[src/rtl/mem_access.sv]
// Memory-access stage: drives a req/ack data-memory port with a timeout, formats load results.
// Sub-word loads/stores (lb/lbu/lh/lhu/sb/sh) are built only when MEM_ACCESS_SUBWORD_EN is defined.
module mem_access #(
  parameter int TIMEOUT_CYCLES = 16
) (
  input  logic        clk,
  input  logic        rst,
  input  logic        in_valid,
  input  logic [31:0] ALUOutin,
  input  logic [31:0] Bin,
  input  logic [31:0] IRin,
  output logic        stall,
  output logic        dmem_req,
  output logic        dmem_we,
  output logic [31:0] dmem_addr,
  output logic [31:0] dmem_wdata,
  output logic [3:0]  dmem_be,
  input  logic [31:0] dmem_rdata,
  input  logic        dmem_ack,
  output logic [31:0] MEMOutout,
  output logic [31:0] ALUOutout,
  output logic [31:0] IRout,
  output logic        out_valid,
  output logic        misalign,
  output logic        timeout
);

  localparam logic [0:0] IDLE = 1'b0;
  localparam logic [0:0] REQ  = 1'b1;

  localparam logic [5:0] OP_LW  = 6'h23;
  localparam logic [5:0] OP_SW  = 6'h2B;
`ifdef MEM_ACCESS_SUBWORD_EN
  localparam logic [5:0] OP_LB  = 6'h20;
  localparam logic [5:0] OP_LBU = 6'h24;
  localparam logic [5:0] OP_LH  = 6'h21;
  localparam logic [5:0] OP_LHU = 6'h25;
  localparam logic [5:0] OP_SB  = 6'h28;
  localparam logic [5:0] OP_SH  = 6'h29;
`endif

  localparam int CNT_W = $clog2(TIMEOUT_CYCLES + 1);
  localparam logic [CNT_W-1:0] CNT_LIMIT = CNT_W'(TIMEOUT_CYCLES - 1);

  logic [0:0]       state;
  logic [CNT_W-1:0] cnt;
  logic [31:0]      alu_q;
  logic [31:0]      ir_q;

  logic [5:0]  op;
  logic        is_mem;
  logic        is_store;
  logic        mis;
  logic [3:0]  be_n;
  logic [31:0] wdata_n;
  logic        accept;

`ifdef MEM_ACCESS_SUBWORD_EN
  function automatic logic [31:0] load_result(input logic [5:0] opc, input logic [1:0] a,
                                              input logic [31:0] rd);
    logic [7:0]  b8;
    logic [15:0] h16;
    b8  = rd[{a, 3'b000} +: 8];
    h16 = a[1] ? rd[31:16] : rd[15:0];
    case (opc)
      OP_LW:   return rd;
      OP_LB:   return {{24{b8[7]}}, b8};
      OP_LBU:  return {24'h0, b8};
      OP_LH:   return {{16{h16[15]}}, h16};
      OP_LHU:  return {16'h0, h16};
      default: return 32'h0;
    endcase
  endfunction
`else
  function automatic logic [31:0] load_result(input logic [5:0] opc, input logic [31:0] rd);
    return (opc == OP_LW) ? rd : 32'h0;
  endfunction
`endif

  assign stall  = (state == REQ);
  assign accept = in_valid && !stall;
  assign op     = IRin[31:26];

  always_comb begin
    is_mem   = 1'b0;
    is_store = 1'b0;
    mis      = 1'b0;
    be_n     = 4'b1111;
    wdata_n  = Bin;
    case (op)
      OP_LW: begin
        is_mem = 1'b1;
        mis    = (ALUOutin[1:0] != 2'b00);
      end
      OP_SW: begin
        is_mem   = 1'b1;
        is_store = 1'b1;
        mis      = (ALUOutin[1:0] != 2'b00);
      end
`ifdef MEM_ACCESS_SUBWORD_EN
      OP_LB, OP_LBU: is_mem = 1'b1;
      OP_LH, OP_LHU: begin
        is_mem = 1'b1;
        mis    = ALUOutin[0];
      end
      OP_SB: begin
        is_mem   = 1'b1;
        is_store = 1'b1;
        be_n     = 4'b0001 << ALUOutin[1:0];
        wdata_n  = {4{Bin[7:0]}};
      end
      OP_SH: begin
        is_mem   = 1'b1;
        is_store = 1'b1;
        mis      = ALUOutin[0];
        be_n     = ALUOutin[1] ? 4'b1100 : 4'b0011;
        wdata_n  = {2{Bin[15:0]}};
      end
`endif
      default: ;
    endcase
  end

  always_ff @(posedge clk or posedge rst) begin
    if (rst) begin
      state      <= IDLE;
      cnt        <= '0;
      alu_q      <= '0;
      ir_q       <= '0;
      dmem_req   <= 1'b0;
      dmem_we    <= 1'b0;
      dmem_be    <= 4'b0000;
      dmem_addr  <= '0;
      dmem_wdata <= '0;
      MEMOutout  <= '0;
      ALUOutout  <= '0;
      IRout      <= '0;
      out_valid  <= 1'b0;
      misalign   <= 1'b0;
      timeout    <= 1'b0;
    end else begin
      // Status pulses and IRout default to a bubble; result data holds.
      out_valid <= 1'b0;
      misalign  <= 1'b0;
      timeout   <= 1'b0;
      IRout     <= '0;
      if (state == IDLE) begin
        if (accept) begin
          if (!is_mem) begin
            ALUOutout <= ALUOutin;
            IRout     <= IRin;
            MEMOutout <= '0;
            out_valid <= 1'b1;
          end else if (mis) begin
            ALUOutout <= ALUOutin;
            MEMOutout <= '0;
            out_valid <= 1'b1;
            misalign  <= 1'b1;
          end else begin
            state      <= REQ;
            cnt        <= '0;
            alu_q      <= ALUOutin;
            ir_q       <= IRin;
            dmem_req   <= 1'b1;
            dmem_we    <= is_store;
            dmem_be    <= be_n;
            dmem_addr  <= {ALUOutin[31:2], 2'b00};
            dmem_wdata <= wdata_n;
          end
        end
      end else begin
        // Ack takes priority over the timeout limit in the same cycle.
        if (dmem_ack) begin
          state     <= IDLE;
          dmem_req  <= 1'b0;
          dmem_we   <= 1'b0;
          out_valid <= 1'b1;
          IRout     <= ir_q;
          ALUOutout <= alu_q;
`ifdef MEM_ACCESS_SUBWORD_EN
          MEMOutout <= load_result(ir_q[31:26], alu_q[1:0], dmem_rdata);
`else
          MEMOutout <= load_result(ir_q[31:26], dmem_rdata);
`endif
        end else if (cnt == CNT_LIMIT) begin
          state     <= IDLE;
          dmem_req  <= 1'b0;
          dmem_we   <= 1'b0;
          out_valid <= 1'b1;
          timeout   <= 1'b1;
          MEMOutout <= '0;
        end else begin
          cnt <= cnt + 1'b1;
        end
      end
    end
  end

endmodule

[config.mk]
export PLATFORM = sky130hd
export DESIGN_NAME = mem_access
export DESIGN_NICKNAME = d
export VERILOG_FILES = /design/src/rtl/mem_access.sv
export SDC_FILE = /design/constraint.sdc
export NUM_CORES = 1
export LEC_CHECK = 0
export ABC_AREA = 1
export CAP_MARGIN = 10
export CORE_UTILIZATION = 49
export CTS_CLUSTER_SIZE = 16
export DETAILED_ROUTE_END_ITERATION = 10
export GPL_TIMING_DRIVEN = 0
export PLACE_DENSITY = 0.86
export SETUP_SLACK_MARGIN = 0.1
export SLEW_MARGIN = 15
export SYNTH_ARGS = -nofsm -noshare
export SYNTH_HDL_FRONTEND = slang
export SYNTH_SLANG_ARGS = --single-unit
export TNS_END_PERCENT = 50
[constraint.sdc]
create_clock -name clk -period 10.6 [get_ports clk]
set_clock_uncertainty 0.2 [all_clocks]
set_input_delay 2.12 -clock clk [delete_from_list [all_inputs] [get_ports clk]]
set_output_delay 2.12 -clock clk [all_outputs]
set_load 0.01 [all_outputs]
==> impl_metrics.py <==
metrics = {
    "critical_path": {
        "required_ns": 8.28,
        "critPathKind": "reg2out",
        "cp-end-kind": "primary output",
        "rr_worst_depth": 8,
        "cp_max_fo": 5,
        "reg2reg_slack_ns": 8.41,
        "critical_path.endpoint": "dmem_be[2]",
        "crit_arrival_ns": 1.59,
        "startpoint": "dmem_be[0]",
        "r2r_end": "MEMOutout[26]",
        "startpoint_type": "flip-flop",
        "worstReg2RegStart": "cnt[0]",
    },
    "synthesis": {
        "netlist.area_leader.share": 0.586,
        "synth.most_common_cell": "nand2_1",
        "ys_seq_area_frac": 0.586,
        "ys_seq_elements": 204,
        "synth_edf_count": 0,
        "syn_area_per_cell_um2": 8.98,
        "yosysWarnings": 0,
        "netlist_top_cells_count": "nand2_1, dfrtp_1, nand3_1",
        "synth_area_leaders": "dfrtp_1, nand2_1, nand3_1",
        "synthArstFlopShare": 1.00,
        "synth_ff_type": "dfrtp_1",
        "synthCells": 970,
        "syn_area_mm2": 0.00871,
        "synth.largest_area_cell": "dfrtp_1",
        "yosysUniqueCellTypes": 28,
    },
    "die": {
        "dieWidth_um": 135,
        "start_util": 0.502,
        "core_area_mm2": 0.0174,
        "design.die.area_mm2": 0.0183,
        "num_io_pins": 302,
        "die_h_um": 135,
        "num_rows": 48,
    },
    "clock_network": {
        "cts.htree.levels": 1,
        "cts_resized": 0,
        "postCtsHoldBufs": 0,
        "postCtsSetupRepairBufs": 0,
        "clk_pin_slew_ns": 0.06,
        "cts-buffers-inserted": 23,
        "insertion_delay_ns": 0.49,
        "cts_root_buf": "clkbuf_16",
        "cts_buffer_depth": 3,
        "clock_sinks": 204,
        "cts_tree": "built",
    },
    "power_and_ir_drop": {
        "ir_drop_mv": 0.131,
        "swShare": 0.235,
        "p_int_mw": 1.51,
        "p_clk_frac": 0.419,
        "p_leak_nw": 6.24,
        "pwr-share-seq": 0.436,
        "power.net_switching_uw": 466,
        "power_frac_comb": 0.145,
        "power.density_mw_per_mm2": 154,
    },
    "final_layout": {
        "antenna_cells": 0,
        "final_util": 0.739,
        "nets": 1430,
        "seqCellArea_mm2": 0.00510,
        "fillers": 1233,
        "drive_above_1_share": 0.101,
        "multi_input_area_mm2": 0.00274,
        "area_delta_synth_final_pct": 47.3,
    },
    "routing": {
        "viasPerCell": 5.21,
        "routedWlPerCell_um": 16.5,
        "ant_nets": 0,
        "drtIter0Drc": 524,
        "post-route-drc-count": 0,
        "vias": 8002,
        "first_pass_iters": 5,
        "wirelength_um": 25300,
    },
    "grt": {
        "antenna_found_initial": 0,
        "track_usage": 0.274,
        "grt-ovfl-total": 0,
        "grt_max_degree": 78,
        "grt_pass1_vias": 7668,
        "grt_pass1_wl_um": 39200,
    },
    "sta": {
        "fmax_mhz": 256,
        "tns_ns": 0,
        "fin_crit_sh": 0.369,
        "slew-limit-headroom": 0.649,
        "rsz0062_at_grt": "false",
        "hold_viol_final": 0,
        "maxSlewViolCount": 0,
        "post-route-min-period_ns": 3.91,
        "setup_viol": 0,
        "worstMarginPinSlew_ns": 0.527,
    },
    "job": {
        "maxCapViolCount": 0,
    },
    "place": {
        "gp_congestion": 0.820,
        "dp_hpwl_um": 18000,
        "portBuffers": 298,
    },
    "run_status": {
        "outcome": "complete, no violations",
    },
    "hold_path": {
        "holdCritPathClass": "reg2reg",
    },
}
## cells by family after synthesis
kind of cell / share of synthesized area
and+or+nand+nor: 0.238
DFF: 0.586
buffers and inverters: 0.0998
AOI/OAI and AO/OA: 0.0724
adders and majority gates: 0.00287
other: 0.000431
## worst min path at each step
| stage | start | endpoint | slack, ns | depth (start not counted) |
|---|---|---|---|---|
| after CTS | ir_q[30] | ir_q[30] | 0.27 | 2 |
| after floorplan | alu_q[0] | alu_q[0] | 0.24 | 2 |
| after detailed placement | ir_q[30] | ir_q[30] | 0.25 | 2 |
| final | alu_q[1] | alu_q[1] | 0.27 | 2 |
| after global routing | alu_q[0] | alu_q[0] | 0.29 | 2 |
| after global placement | alu_q[1] | alu_q[1] | 0.25 | 2 |
## flip-flops by register name (all words and copies together) (netlist names), 5 cells and up
| name | flops |
|---|---|
| ALUOutout | 32 |
| IRout | 32 |
| MEMOutout | 32 |
| alu_q | 31 |
| cnt | 5 |
| dmem_wdata | 32 |
| ir_q | 32 |
## layer usage
metal	part of all wire	track usage	routed length, um	vias to the layer above
met1	0.39	0.341	9950	3820
li1	-	-	-	3758
met5	0	0	0	-
met2	0.48	0.456	12200	349
met4	0.044	0.127	1110	0
met3	0.081	0.0599	2060	75
## critical path, cell delays in order, from the launching register on
cell and delay (ns):
dfrtp_1 0.43, buf_4 0.14, clkdlybuf4s50_1 0.52
## power groups by stage
stage	combinational, mW	sequential, mW	clock (mW)
global route	0.311	0.868	0.873
CTS	0.289	0.862	0.842
global placement	0.278	0.873	0
detailed placement	0.287	0.875	0
finish	0.287	0.863	0.830
floorplan	0.105	0.885	0
## area by class of cell
| cell class | instances | share of cell area |
|---|---|---|
| plain buffers | 100 | 0.0493 |
| clock buffers | 31 | 0.0503 |
| clock inverters | 8 | 0.0114 |
| inverters | 63 | 0.0190 |
| multi-input cells | 604 | 0.213 |
| flip-flops and latches | 204 | 0.398 |
| well taps | 225 | 0.0219 |
| repair buffers | 300 | 0.237 |
## per-stage QoR
stage          hold slack, ns  cell area [um2]  std cells  worst slack, ns  power [mW]
6_report                0.266            12800       1535             6.69        1.98
5_1_grt                 0.287            12800       1535             6.62        2.05
4_1_cts                 0.268            12800       1535             6.65        1.99
3_5_place_dp            0.252            12000       1496             6.59        1.16
3_3_place_gp            0.248            12000       1494            0.209        1.15
2_1_floorplan           0.236             8710        971             2.71       0.991
## cells in the final DEF (no fill, tap or decap), types with 2 or more instances in the layout
cell and count:
a21oi_1 2, buf_1 2, buf_16 2, buf_2 29, buf_4 41, buf_6 9
bufinv_16 4, clkbuf_1 23, clkbuf_16 23, clkbuf_8 4, clkdlybuf4s50_1 298, clkinv_2 2
conb_1 2, dfrtp_1 204, ha_1 2, inv_1 59, inv_2 3, nand2_1 326
nand3_1 102, nand4_1 33, nor2_1 3, nor2_2 2, o21ai_0 82, o21ai_1 32
o22ai_1 2, o31ai_1 5, or2_2 4
Note: power is estimated with default switching activity, not from simulation.
